`src/rtl/tri_pixel_sched_pkg.sv`:
```
// Fixed-point and triangle types shared by the per-pixel triangle scheduler.
// fixed_pkg holds the Q16.16 scalar type; tri_pkg builds the triangle record on it.
package fixed_pkg;
  typedef logic signed [31:0] q16_16_t;
  localparam int FRAC_BITS = 16;
endpackage

package tri_pkg;
  import fixed_pkg::*;

  typedef logic [11:0] color_t;

  typedef struct packed {
    q16_16_t ax;
    q16_16_t ay;
    q16_16_t az;
    q16_16_t bx;
    q16_16_t by;
    q16_16_t bz;
    q16_16_t cx;
    q16_16_t cy;
    q16_16_t cz;
    color_t  a_color;
    color_t  b_color;
    color_t  c_color;
  } triangle_t;

  localparam q16_16_t Z_FAR = 32'sh7FFF_FFFF;

  typedef enum logic [1:0] {
    ST_IDLE,
    ST_STREAM,
    ST_DONE
  } sched_state_e;
endpackage

```
`src/rtl/tri_pixel_sched_depth.sv`:
```
// Combinational nearest-hit select: a covered sample replaces the running best
// only when strictly closer, so earlier (lower-index) triangles win depth ties.
module tri_depth_select
  import fixed_pkg::*;
  import tri_pkg::*;
(
  input  logic    inside_i,
  input  q16_16_t z_i,
  input  color_t  color_i,
  input  q16_16_t best_z_i,
  input  color_t  best_color_i,
  input  logic    best_hit_i,
  output logic    take_o,
  output q16_16_t sel_z_o,
  output color_t  sel_color_o,
  output logic    sel_hit_o
);

  always_comb begin
    take_o      = inside_i && (z_i < best_z_i);
    sel_z_o     = take_o ? z_i : best_z_i;
    sel_color_o = take_o ? color_i : best_color_i;
    sel_hit_o   = best_hit_i | take_o;
  end

endmodule

```
`src/rtl/tri_pixel_sched.sv`:
```
// Per-pixel scheduler sharing one triangle evaluator across a triangle RAM.
// Optional perf counters (perf_pixels/perf_stall/perf_clr) under TRI_PIXEL_SCHED_PERF_EN.
module tri_pixel_sched
  import fixed_pkg::*;
  import tri_pkg::*;
#(
  parameter int     CORDW    = 10,
  parameter int     MAX_TRIS = 64,
  parameter color_t BG_COLOR = 12'h008,
  localparam int    AW       = $clog2(MAX_TRIS)
) (
  input  logic             clk_pix,
  input  logic             rst_pix_n,
  input  logic [AW:0]      tri_count,
  input  logic             pix_valid,
  output logic             pix_ready,
  input  logic [CORDW-1:0] pix_x,
  input  logic [CORDW-1:0] pix_y,
  output logic             tri_rd_en,
  output logic [AW-1:0]    tri_rd_addr,
  input  triangle_t        tri_rd_data,
  output triangle_t        eval_tri,
  output logic [31:0]      eval_px,
  output logic [31:0]      eval_py,
  input  logic             eval_inside,
  input  q16_16_t          eval_z,
  input  color_t           eval_color,
  output logic             out_valid,
  input  logic             out_ready,
  output color_t           out_color,
  output logic             out_hit,
  output q16_16_t          out_z
`ifdef TRI_PIXEL_SCHED_PERF_EN
  ,
  input  logic             perf_clr,
  output logic [31:0]      perf_pixels,
  output logic [31:0]      perf_stall
`endif
);

  localparam logic [AW:0] MAX_CNT = (AW + 1)'(MAX_TRIS);

  sched_state_e     state_q, state_d;
  logic [CORDW-1:0] x_q, x_d;
  logic [CORDW-1:0] y_q, y_d;
  logic [AW:0]      cnt_q, cnt_d;
  logic [AW:0]      next_addr_q, next_addr_d;
  logic             rd_pending_q, rd_pending_d;
  q16_16_t          best_z_q, best_z_d;
  color_t           best_color_q, best_color_d;
  logic             hit_q, hit_d;

  logic [AW:0]      cnt_in;
  logic             take;
  q16_16_t          sel_z;
  color_t           sel_color;
  logic             sel_hit;

  assign cnt_in = (tri_count > MAX_CNT) ? MAX_CNT : tri_count;

  // The RAM output register is the pipeline stage feeding the evaluator,
  // which keeps throughput at one triangle per cycle with no extra latency.
  assign eval_tri = tri_rd_data;
  assign eval_px  = 32'(x_q) << FRAC_BITS;
  assign eval_py  = 32'(y_q) << FRAC_BITS;

  assign out_color = best_color_q;
  assign out_hit   = hit_q;
  assign out_z     = best_z_q;

  tri_depth_select u_depth (
    .inside_i     (eval_inside),
    .z_i          (eval_z),
    .color_i      (eval_color),
    .best_z_i     (best_z_q),
    .best_color_i (best_color_q),
    .best_hit_i   (hit_q),
    .take_o       (take),
    .sel_z_o      (sel_z),
    .sel_color_o  (sel_color),
    .sel_hit_o    (sel_hit)
  );

  always_comb begin
    state_d      = state_q;
    x_d          = x_q;
    y_d          = y_q;
    cnt_d        = cnt_q;
    next_addr_d  = next_addr_q;
    rd_pending_d = 1'b0;
    best_z_d     = best_z_q;
    best_color_d = best_color_q;
    hit_d        = hit_q;
    pix_ready    = 1'b0;
    tri_rd_en    = 1'b0;
    tri_rd_addr  = '0;
    out_valid    = 1'b0;

    unique case (state_q)
      ST_IDLE: begin
        pix_ready = 1'b1;
        if (pix_valid) begin
          x_d          = pix_x;
          y_d          = pix_y;
          cnt_d        = cnt_in;
          best_z_d     = Z_FAR;
          best_color_d = BG_COLOR;
          hit_d        = 1'b0;
          if (cnt_in == '0) begin
            state_d = ST_DONE;
          end else begin
            tri_rd_en    = 1'b1;
            rd_pending_d = 1'b1;
            next_addr_d  = (AW + 1)'(1);
            state_d      = ST_STREAM;
          end
        end
      end

      ST_STREAM: begin
        if (next_addr_q < cnt_q) begin
          tri_rd_en    = 1'b1;
          tri_rd_addr  = next_addr_q[AW-1:0];
          next_addr_d  = next_addr_q + (AW + 1)'(1);
          rd_pending_d = 1'b1;
        end
        if (rd_pending_q) begin
          best_z_d     = sel_z;
          best_color_d = sel_color;
          hit_d        = sel_hit;
        end
        // Final merge happens this cycle once no further read is outstanding.
        if (rd_pending_q && !tri_rd_en) begin
          state_d = ST_DONE;
        end
      end

      ST_DONE: begin
        out_valid = 1'b1;
        if (out_ready) begin
          state_d = ST_IDLE;
        end
      end

      default: state_d = ST_IDLE;
    endcase
  end

  always_ff @(posedge clk_pix or negedge rst_pix_n) begin
    if (!rst_pix_n) begin
      state_q      <= ST_IDLE;
      x_q          <= '0;
      y_q          <= '0;
      cnt_q        <= '0;
      next_addr_q  <= '0;
      rd_pending_q <= 1'b0;
      best_z_q     <= Z_FAR;
      best_color_q <= BG_COLOR;
      hit_q        <= 1'b0;
    end else begin
      state_q      <= state_d;
      x_q          <= x_d;
      y_q          <= y_d;
      cnt_q        <= cnt_d;
      next_addr_q  <= next_addr_d;
      rd_pending_q <= rd_pending_d;
      best_z_q     <= best_z_d;
      best_color_q <= best_color_d;
      hit_q        <= hit_d;
    end
  end

`ifdef TRI_PIXEL_SCHED_PERF_EN
  logic [31:0] perf_pixels_q;
  logic [31:0] perf_stall_q;

  always_ff @(posedge clk_pix or negedge rst_pix_n) begin
    if (!rst_pix_n) begin
      perf_pixels_q <= '0;
      perf_stall_q  <= '0;
    end else if (perf_clr) begin
      perf_pixels_q <= '0;
      perf_stall_q  <= '0;
    end else begin
      if (out_valid && out_ready) perf_pixels_q <= perf_pixels_q + 32'd1;
      if (out_valid && !out_ready) perf_stall_q <= perf_stall_q + 32'd1;
    end
  end

  assign perf_pixels = perf_pixels_q;
  assign perf_stall  = perf_stall_q;
`endif

endmodule
```
`config.mk`:
```
export PLATFORM = sky130hd
export DESIGN_NAME = tri_pixel_sched
export DESIGN_NICKNAME = d
export VERILOG_FILES = /design/src/rtl/tri_pixel_sched_pkg.sv /design/src/rtl/tri_pixel_sched_depth.sv /design/src/rtl/tri_pixel_sched.sv
export SDC_FILE = /design/constraint.sdc
export NUM_CORES = 1
export LEC_CHECK = 0
export BUFFER_PORTS_ARGS = -buffer_cell sky130_fd_sc_hd__buf_4
export CAP_MARGIN = 20
export CORE_AREA = 5 5 325 327
export CTS_BUF_LIST = sky130_fd_sc_hd__clkbuf_4
export DETAILED_ROUTE_END_ITERATION = 6
export DIE_AREA = 0 0 330 332
export PLACE_DENSITY_LB_ADDON = 0.08
export SLEW_MARGIN = 20
export SYNTH_ARGS = -nofsm -noshare
export SYNTH_HDL_FRONTEND = slang
export SYNTH_SLANG_ARGS = --single-unit
```
`constraint.sdc`:
```
create_clock -name clk_pix -period 6.7 [get_ports clk_pix]
set_clock_uncertainty 0.15 [all_clocks]
set_input_delay 1.005 -clock clk_pix [delete_from_list [all_inputs] [get_ports clk_pix]]
set_output_delay 1.005 -clock clk_pix [all_outputs]
set_load 0.005 [all_outputs]
```
==> qor.tcl, run 1 <==
set qor(status) {completed}
set qor(power_per_unit_of_standard_cell_area_mw_per_mm2) 305.0
set qor(synth_ff_type) {dfrtp_1}
set qor(cp.arrival_ns) 2.77
set qor(synthDistinctLibCells) 47
set qor(cts.path.max_buffers) 2
set qor(num_io_pins) 842
set qor(floorplan.die.height_um) 332
set qor(p_leak_nw) 3.373
set qor(ir_drop_worst_vdd_mv) 0.06958
set qor(final_util_pct) 7.515
set qor(initial_utilization_pct) 7.167
set qor(synth-edff-count) 0
set qor(grt_antenna_before_repair) 10
set qor(placement.io_buffers) 149
set qor(numnets_final) 1122
set qor(synth-warning-count) 0
set qor(max_slew.worst_pin.slew_ns) 0.9405
set qor(detail_route.vias_per_cell) 2.279
set qor(clock_sink_count) 82
set qor(cp_max_fo) 12
set qor(grt-ovfl-total) 0
set qor(insertion_delay_ns) 0.60
set qor(via_count) 4726
set qor(drt_pre_antenna_iters) 4
set qor(cts_repair_resize_count) 0
set qor(drt-total-wl_mm) 33.01
set qor(synth_area_mm2) 0.007355
set qor(floorplan.rows) 118
set qor(gp_congestion) 0.6084
set qor(wl_per_cell_um) 15.92
set qor(finalCritPeriodShare_pct) 58.63
set qor(dr.first_iter.drc_count) 145
set qor(clock-root-buffer) {clkbuf_4}
set qor(finalPower_mw) 2.352
set qor(worst_slew_margin_relative_to_its_limit_pct) 36.31
set qor(wire_length_of_the_first_global_routing_pass_mm) 44.44
set qor(fmax_mhz) 254.6
set qor(design.core.area_mm2) 0.1026
set qor(area_of_combinational_cells_with_multiple_inputs_mm2) 0.002292
set qor(seqCellArea_mm2) 0.002092
set qor(cts_made_buffers) 9
set qor(drive_gt1_share_pct) 31.06
set qor(cp.required_ns) 5.54
set qor(max_cap_viol_count) 0
set qor(first_global_vias) 5264
set qor(synth_top_cell_by_area) {buf_4}
set qor(fillCellCount) 12050
set qor(timing.setup.tns_ns) 0
set qor(total_grt_usage_pct) 5.897
set qor(htreeDepth) 3
set qor(post_cts_buffers) 0
set qor(most-common-layout-cells) {buf_4, nand2_1, inv_1}
set qor(maxSlewViolCount) 0
set qor(area_delta_synth_final_pct) 4.849
set qor(async_reset_ff_share_pct) 100.0
set qor(layout.cells.most_common) {buf_4}
set qor(grt_start_max_net_pins) 52
set qor(worst_setup_path_end_kind) {output pin}
set qor(post-route-drc-count) 0
set qor(synth_sequential_area_ratio_pct) 28.45
set qor(design.die.area_mm2) 0.1096
set qor(grt_setup_unrepaired) {no}
set qor(crit_path_start_kind) {flip-flop}
set qor(die_width_um) 330
set qor(fraction_of_synthesized_cell_area_taken_by_the_top_area_cell_type_pct) 37.97
set qor(clock_tree_from_tritoncts) {done}
set qor(postSynthRegisterBits) 82
set qor(top_post_synthesis_cells_by_area) {buf_4, dfrtp_1, dfstp_2, ha_1, nand2_1}
set qor(cts.clk_slew.worst_paths_ns) 0.21
set qor(detailedPlacementHpwl_mm) 25.40
set qor(post-route-min-period_ns) 3.928
set qor(synth_area_per_cell_um2) 8.493
set qor(holdCritPathClass) {in2async}
set qor(type_of_the_setup_path_with_the_least_slack) {reg2out}
set qor(post_synth_inst_count) 866
set qor(final-hold-violation-count) 0
set qor(detail-route-antenna-nets) 0
set qor(timing.final.setup_violations) 0
set qor(ctsHoldBuffers) 0
[where the power goes]
part	total [mW]	internal, mW	switching (mW)
combinational	1.09	0.481	0.607
sequential	0.881	0.725	0.156
clock	0.383	0.116	0.266
[cell type report]
type | count | share of cell area, %
inverter | 72 | 3.505
sequential | 82 | 27.13
clock inverter | 7 | 1.022
multi-input combinational | 363 | 29.73
antenna | 5 | 0.1623
timing repair buffer | 156 | 15.19
tap | 1380 | 22.39
clock buffer | 9 | 0.8762
[routing by layer]
metal  global-route usage, %  wire length, µm  vias to the layer above
met5                  0.5324              114                        -
li1                        -                -                     2039
met1                   6.048            11880                     2117
met4                   4.630             2698                        8
met3                   3.456             4313                      206
met2                   8.685            14010                      356
[worst max-delay path: stages (launching register included)]
cell and delay (ns):
dfrtp_1 0.49, ha_1 0.31, a21o_1 0.18, a221oi_1 0.43, o211a_1 0.43, and2_1 0.22
buf_4 0.12
[final timing paths]
| path | start | cells after the start | endpoint | slack [ns] |
|---|---|---|---|---|
| worst max-delay path | next_addr_q[5] | 6 | tri_rd_addr[0] | 2.77 |
| worst min-delay path | rst_pix_n | 1 | x_q[0] | 0.18 |
| worst max register to register | out_z[2] | 9 | out_color[2] | 3.12 |
| worst min register to register | x_q[7] | 2 | x_q[7] | 0.36 |
| max in group asynchronous | rst_pix_n | 2 | rd_pending_q | 4.89 |
| min in group clk_pix | x_q[7] | 2 | x_q[7] | 0.36 |
[through the flow]
step / instance area (µm²) / hold WS, ns / std cells / worst slack, ns
5_1_grt: 7706 / 0.1069 / 2072 / 2.504
3_3_place_gp: 7552 / 0.3127 / 2053 / 2.458
4_1_cts: 7699 / 0.07172 / 2069 / 2.591
3_5_place_dp: 7552 / 0.3171 / 2053 / 2.462
6_report: 7711 / 0.1842 / 2074 / 2.772
2_1_floorplan: 7516 / 0.2898 / 909 / 3.432
[synthesized netlist by cell type, types with 2 or more instances]
library cell and instances:
o21ai_0 12, nand4_1 8, nand2_1 82, a2bb2oi_1 2, a21oi_1 19, nand3b_1 6, nand3_1 7, nor2_1 40
a32oi_1 32, ha_1 38, clkbuf_1 12, a32o_1 12, inv_1 72, o21a_1 4, or4_1 2, and2_1 20
a21o_1 2, dfstp_2 32, nand2b_1 4, and3_1 2, buf_1 3, mux2i_1 4, nor2b_1 2, nor3_1 3
dfrtp_1 50, buf_4 372, buf_2 4
[state kept, by name (all words and copies together), names as in the netlist]
register	cells
state_q	2
y_q	10
out_color	12
next_addr_q	7
rd_pending_q	1
out_hit	1
x_q	10
cnt_q	7
out_z	32
[cells by family (layout without fill, tap and decap cells)]
| group | after synthesis | in the layout | share of synthesized area (%) |
|---|---|---|---|
| compound gates | 95 | 95 | 10.11 |
| fa+ha+maj | 38 | 38 | 6.465 |
| flops | 82 | 82 | 28.45 |
| mux | 4 | 4 | 0.5444 |
| buf+inv | 464 | 244 | 42.84 |
| other cells | 1 | 49 | 0.05099 |
| simple gates | 182 | 182 | 11.55 |
Power figures use the tool's default switching activity.
==> run 2, diff against run 1 <==
--- a/config.mk
+++ b/config.mk
@@ -7,10 +7,10 @@
 export LEC_CHECK = 0
 export BUFFER_PORTS_ARGS = -buffer_cell sky130_fd_sc_hd__buf_4
 export CAP_MARGIN = 20
-export CORE_AREA = 5 5 325 327
+export CORE_AREA = 5 5 328 330
 export CTS_BUF_LIST = sky130_fd_sc_hd__clkbuf_4
 export DETAILED_ROUTE_END_ITERATION = 6
-export DIE_AREA = 0 0 330 332
+export DIE_AREA = 0 0 333 335
 export PLACE_DENSITY_LB_ADDON = 0.08
 export SLEW_MARGIN = 20
 export SYNTH_ARGS = -nofsm -noshare
==> constraint.sdc (replaced) <==
create_clock -name clk_pix -period 4 [get_ports clk_pix]
set_clock_uncertainty 0.15 [all_clocks]
set_input_delay 0.6 -clock clk_pix [delete_from_list [all_inputs] [get_ports clk_pix]]
set_output_delay 0.6 -clock clk_pix [all_outputs]
set_load 0.005 [all_outputs]
==> run 2 against run 1 <==
  * Register-to-register slack got worse by 2.1 ns
  * Count of clock-buffer cells in the layout did not move
  * Setup slack got worse by 2.3 ns
  * Sequential power rose by 66%
  * Non-clock buffer count rose by 73
  * Largest power group unchanged
==> qor.tcl, run 2 (same netlist as run 1, synthesis figures left out) <==
set qor(crit_path_start_kind) {flip-flop}
set qor(switching_power_mw) 1.778
set qor(clock_tree_from_tritoncts) {done}
set qor(cp.arrival_ns) 2.76
set qor(placedCellCount) 2071
set qor(placement.io_buffers) 149
set qor(wl_per_cell_um) 16.24
set qor(cp_max_fo) 12
set qor(power.sequential.fraction_pct) 36.4
set qor(cts.path.max_buffers) 2
set qor(max_slew.worst_pin.slew_ns) 0.8508
set qor(switching_share_pct) 44.24
set qor(design.die.area_mm2) 0.1116
set qor(fmax_mhz) 285.1
set qor(drive_gt1_share_pct) 29.13
set qor(via_count) 4967
set qor(detailedPlacementHpwl_mm) 27.83
set qor(largest_register_ff_count) 32
set qor(cts.clk_slew.worst_paths_ns) 0.21
set qor(critical-path-slowest-cell) {dfrtp_1}
set qor(final-hold-violation-count) 0
set qor(worst_slew_margin_relative_to_its_limit_pct) 43.28
set qor(cp_cell_sequence) {ha_1 -> a21o_1 -> a221oi_1 -> o211a_1 -> and2_1 -> buf_4}
set qor(final_cell_area_mm2) 0.008456
set qor(placed_cell_area_mm2) 0.007644
set qor(cpPeakStageDelay_ns) 0.49
set qor(cts_repair_resize_count) 0
set qor(grt-ovfl-total) 0
set qor(post-route-drc-count) 0
set qor(floorplan.die.height_um) 335
set qor(floorplan.rows) 119
set qor(clock_sink_count) 82
set qor(htreeDepth) 3
set qor(grt_antenna_before_repair) 5
set qor(grt_setup_unrepaired) {no}
set qor(max_cap_viol_count) 0
set qor(fillCellCount) 12220
set qor(die_width_um) 333
set qor(num_io_pins) 842
set qor(dr.first_iter.drc_count) 150
set qor(design.core.area_mm2) 0.1045
set qor(ir_drop_worst_vdd_mv) 0.1260
set qor(insertion_delay_ns) 0.56
set qor(initial_utilization_pct) 7.036
set qor(finalCritPeriodShare_pct) 87.68
set qor(most-common-layout-cells) {buf_4, nand2_1, inv_1}
set qor(holdCritPathClass) {in2reg}
set qor(power_per_unit_of_standard_cell_area_mw_per_mm2) 475.3
set qor(maxSlewViolCount) 0
set qor(post-route-min-period_ns) 3.507
set qor(layout.cells.most_common) {buf_4}
set qor(cp.required_ns) 3.25
set qor(numnets_final) 1195
set qor(cts_made_buffers) 9
set qor(timing.final.setup_violations) 0
set qor(final_cell_count_no_fill) 2156
set qor(gp_congestion) 0.6154
set qor(area_delta_synth_final_pct) 14.97
set qor(wire_length_of_the_first_global_routing_pass_mm) 47.02
set qor(timing.setup.tns_ns) 0
set qor(detail-route-antenna-nets) 0
set qor(p_int_mw) 2.241
set qor(final_util_pct) 8.090
set qor(first_global_vias) 5548
set qor(detail_route.vias_per_cell) 2.304
set qor(p_leak_nw) 3.699
set qor(pwr-share-clk_pct) 15.7
set qor(worst_setup_path_end_kind) {output pin}
set qor(drt-total-wl_mm) 35.01
set qor(drt_pre_antenna_iters) 4
set qor(total_grt_usage_pct) 6.035
set qor(type_of_the_setup_path_with_the_least_slack) {reg2out}
set qor(grt_start_max_net_pins) 48
set qor(power.share.combinational_pct) 47.9
set qor(status) {completed}
set qor(clock-root-buffer) {clkbuf_4}
## run 2: cell types whose count changed in the layout (fill, tap and decap cells not counted), sizes merged
| cell | change |
|---|---|
| dlygate4sd3 | +66 |
| clkinv | -2 |
| buf | +7 |
| clkinvlp | -1 |
| bufinv | -1 |
| diode | -2 |
| inv | +4 |
## run 2: metrics by stage
stage	hold WS (ns)	setup WS, ns	total power [mW]
final	0.1158	0.4930	4.019
after CTS	0.0006296	0.2647	4.270
after global routing	0.03594	0.1827	4.491
after floorplan	0.1544	1.446	2.609
after global placement	0.3190	0.7154	3.508
after detailed placement	0.3166	0.7412	3.484
## run 2: path summary, 6_finish.rpt
check / start / end / slack [ns] / cells after the start
min: eval_z[8] / out_z[8] / 0.12 / 3
max: next_addr_q[5] / tri_rd_addr[1] / 0.49 / 6
max reg2reg: out_z[19] / out_color[6] / 0.99 / 10
min in group asynchronous: rst_pix_n / cnt_q[1] / 0.44 / 2
max in group asynchronous: rst_pix_n / out_z[11] / 2.34 / 3
min reg2reg: y_q[6] / y_q[6] / 0.35 / 2
## run 2: worst max-delay path: cells and delay by family, from the launching register on
kind | cells | cell delay, ns
flops | 1 | 0.49
simple gates | 1 | 0.22
buf+inv | 1 | 0.12
fa+ha+maj | 1 | 0.31
compound gates | 3 | 1.05
## run 2: area by class of cell
cell class / count / area, µm² / area share [%]
Antenna cell: 3 / 7.507 / 0.08878
Clock buffer: 9 / 67.56 / 0.7991
Clock inverter: 7 / 76.32 / 0.9026
Inverter: 72 / 270.3 / 3.196
Multi-Input combinational cell: 363 / 2292 / 27.11
Sequential cell: 82 / 2092 / 24.74
Tap cell: 1391 / 1740 / 20.58
Timing Repair Buffer: 229 / 1909 / 22.58
## run 2: power by group through the flow
stage | registers (mW) | clock network, mW | logic [mW]
finish | 1.46 | 0.630 | 1.92
global route | 1.53 | 0.731 | 2.23
CTS | 1.49 | 0.734 | 2.04
detailed placement | 1.50 | 0 | 1.98
global placement | 1.52 | 0 | 1.99
floorplan | 1.42 | 0 | 1.19
## run 2: timing repair
item,in CTS,in global routing
buffers inserted,0,0
hold buffers,66,0
endpoints found under the hold margin,99,0
## run 2: per-layer routing
layer | global-route usage, % | part of all wire [%] | vias up
met5 | 0.6809 | 0.32 | -
met4 | 3.650 | 5.9 | 6
met3 | 3.548 | 13 | 173
met2 | 9.525 | 45 | 348
met1 | 6.127 | 36 | 2262
li1 | - | - | 2178
==> run 3, diff against run 2 <==
--- a/config.mk
+++ b/config.mk
@@ -7,10 +7,10 @@
 export LEC_CHECK = 0
 export BUFFER_PORTS_ARGS = -buffer_cell sky130_fd_sc_hd__buf_4
 export CAP_MARGIN = 20
-export CORE_AREA = 5 5 328 330
+export CORE_AREA = 5 5 325 327
 export CTS_BUF_LIST = sky130_fd_sc_hd__clkbuf_4
 export DETAILED_ROUTE_END_ITERATION = 6
-export DIE_AREA = 0 0 333 335
+export DIE_AREA = 0 0 330 332
 export PLACE_DENSITY_LB_ADDON = 0.08
 export SLEW_MARGIN = 20
 export SYNTH_ARGS = -nofsm -noshare
==> run 3 against run 2 <==
  * Die area is 1.8% lower
  * Global-route usage shrank 0.054 points
  * Sequential cell count stayed put
  * Utilization is 0.21 points higher
  * Critical path depth did not move
  * Sequential share of layout area down 0.17 points
  * Count of clock-buffer cells in the layout is 1 higher
  * Critical path type unchanged
  * Largest cell class unchanged
==> qor.tcl, run 3 (same netlist as run 1, synthesis figures left out) <==
set qor(layout.cells.most_common) {buf_4}
set qor(worst_slew_margin_relative_to_its_limit_pct) 35.66
set qor(grt.met2_usage_pct) 8.924
set qor(power_per_unit_of_standard_cell_area_mw_per_mm2) 468.7
set qor(via_count) 4982
set qor(maxSlewViolCount) 0
set qor(cts_repair_resize_count) 0
set qor(grt_antenna_before_repair) 6
set qor(first_global_vias) 5667
set qor(total_grt_usage_pct) 5.981
set qor(floorplan.die.height_um) 332
set qor(design.die.area_mm2) 0.1096
set qor(placement.io_buffers) 149
set qor(post_cts_buffers) 0
set qor(wl_per_cell_um) 15.46
set qor(clock-root-buffer) {clkbuf_4}
set qor(drive_gt1_share_pct) 28.63
set qor(gp_congestion) 0.6285
set qor(final-hold-violation-count) 0
set qor(globalRouteMet1Util_pct) 6.378
set qor(drt-total-wl_mm) 33.30
set qor(crit_path_start_kind) {flip-flop}
set qor(cp.required_ns) 3.25
set qor(max_slew.worst_pin.slew_ns) 0.9651
set qor(wire_length_of_the_first_global_routing_pass_mm) 45.43
set qor(floorplan.rows) 118
set qor(ir_drop_worst_vdd_mv) 0.1390
set qor(area_delta_synth_final_pct) 15.79
set qor(max_cap_viol_count) 0
set qor(grt-ovfl-total) 0
set qor(cp_max_fo) 12
set qor(drt_pre_antenna_iters) 4
set qor(cts.clk_slew.worst_paths_ns) 0.19
set qor(detail-route-antenna-nets) 0
set qor(timing.setup.tns_ns) 0
set qor(clock_tree_from_tritoncts) {done}
set qor(insertion_delay_ns) 0.61
set qor(ctsHoldBuffers) 77
set qor(dp_worst_setup_slack_ns) 0.6718
set qor(numnets_final) 1205
set qor(grt_setup_unrepaired) {no}
set qor(grt_start_max_net_pins) 55
set qor(detail_route.vias_per_cell) 2.313
set qor(largest_register_ff_count) 32
set qor(type_of_the_setup_path_with_the_least_slack) {reg2out}
set qor(design.core.area_mm2) 0.1026
set qor(top_usage_layer) {met2}
set qor(finalCritPeriodShare_pct) 87.88
set qor(fin_ws_ns) 0.4849
set qor(htreeDepth) 3
set qor(cts.path.max_buffers) 2
set qor(clock_sink_count) 82
set qor(holdCritPathClass) {in2reg}
set qor(finalPower_mw) 3.992
set qor(post-route-min-period_ns) 3.515
set qor(die_width_um) 330
set qor(num_io_pins) 842
set qor(most-common-layout-cells) {buf_4, nand2_1, dlygate4sd3_1}
set qor(p_leak_nw) 3.712
set qor(met3_usage_pct) 3.026
set qor(detailedPlacementHpwl_mm) 25.35
set qor(post-route-drc-count) 0
set qor(cts_made_buffers) 9
set qor(status) {completed}
set qor(fmax_mhz) 284.5
set qor(cp.arrival_ns) 2.77
set qor(timing.final.setup_violations) 0
set qor(dr.first_iter.drc_count) 160
set qor(worst_setup_path_end_kind) {output pin}
set qor(initial_utilization_pct) 7.167
[run 3: changes by cell type in the layout (fill, tap and decap cells not counted)]
cell / before / now
diode_2: 3 / 2
clkbuf_4: 9 / 10
clkinv_2: 0 / 2
buf_4: 161 / 160
clkinv_8: 1 / 0
dlygate4sd3_1: 66 / 77
inv_8: 3 / 0
clkinvlp_4: 0 / 2
inv_6: 2 / 1
[run 3: per-stage QoR]
step / utilization [%] / hold slack (ns) / cells / cell area (µm²)
global route: 8.297 / 0.2281 / 2153 / 8513
global placement: 7.428 / 0.3143 / 2059 / 7622
CTS: 8.294 / 0.08930 / 2152 / 8511
finish: 8.299 / 0.2611 / 2154 / 8516
floorplan: - / 0.1544 / 909 / 7516
detailed placement: 7.428 / 0.3158 / 2059 / 7622
[run 3: per-layer routing]
layer / part of all wire (%) / wire length, µm
met1: 37 / 12360
met2: 43 / 14350
met3: 12 / 3831
met4: 8.0 / 2662
met5: 0.30 / 99
[run 3: where the power goes]
part	internal (mW)	switching, mW	total (mW)
Clock	0.135	0.442	0.576
Combinational	0.881	1.07	1.95
Sequential	1.21	0.252	1.46
[run 3: worst max-delay path, stage by stage (launching register included)]
cell and delay (ns):
dfrtp_1 0.50, ha_1 0.31, a21o_1 0.18, a221oi_1 0.41, o211a_1 0.43, and2_1 0.22, buf_4 0.12
[run 3: final timing paths]
path | start | endpoint | slack, ns | depth (start not counted)
min in group asynchronous | rst_pix_n | x_q[0] | 0.49 | 2
worst max register to register | out_z[19] | out_color[0] | 0.91 | 10
worst min-delay path | pix_valid | state_q[1] | 0.26 | 5
worst min register to register | x_q[0] | x_q[0] | 0.35 | 2
worst max-delay path | next_addr_q[5] | tri_rd_addr[0] | 0.48 | 6
max in group asynchronous | rst_pix_n | out_z[28] | 2.34 | 3
[run 3: area by class of cell]
type	instances	area, µm²
Clock buffer	10	75.07
Tap cell	1380	1727
Antenna cell	2	5.005
Multi-Input combinational cell	363	2292
Sequential cell	82	2092
Inverter	72	270.3
Fill cell	12030	94100
Timing Repair Buffer	239	2012
Clock inverter	6	42.54
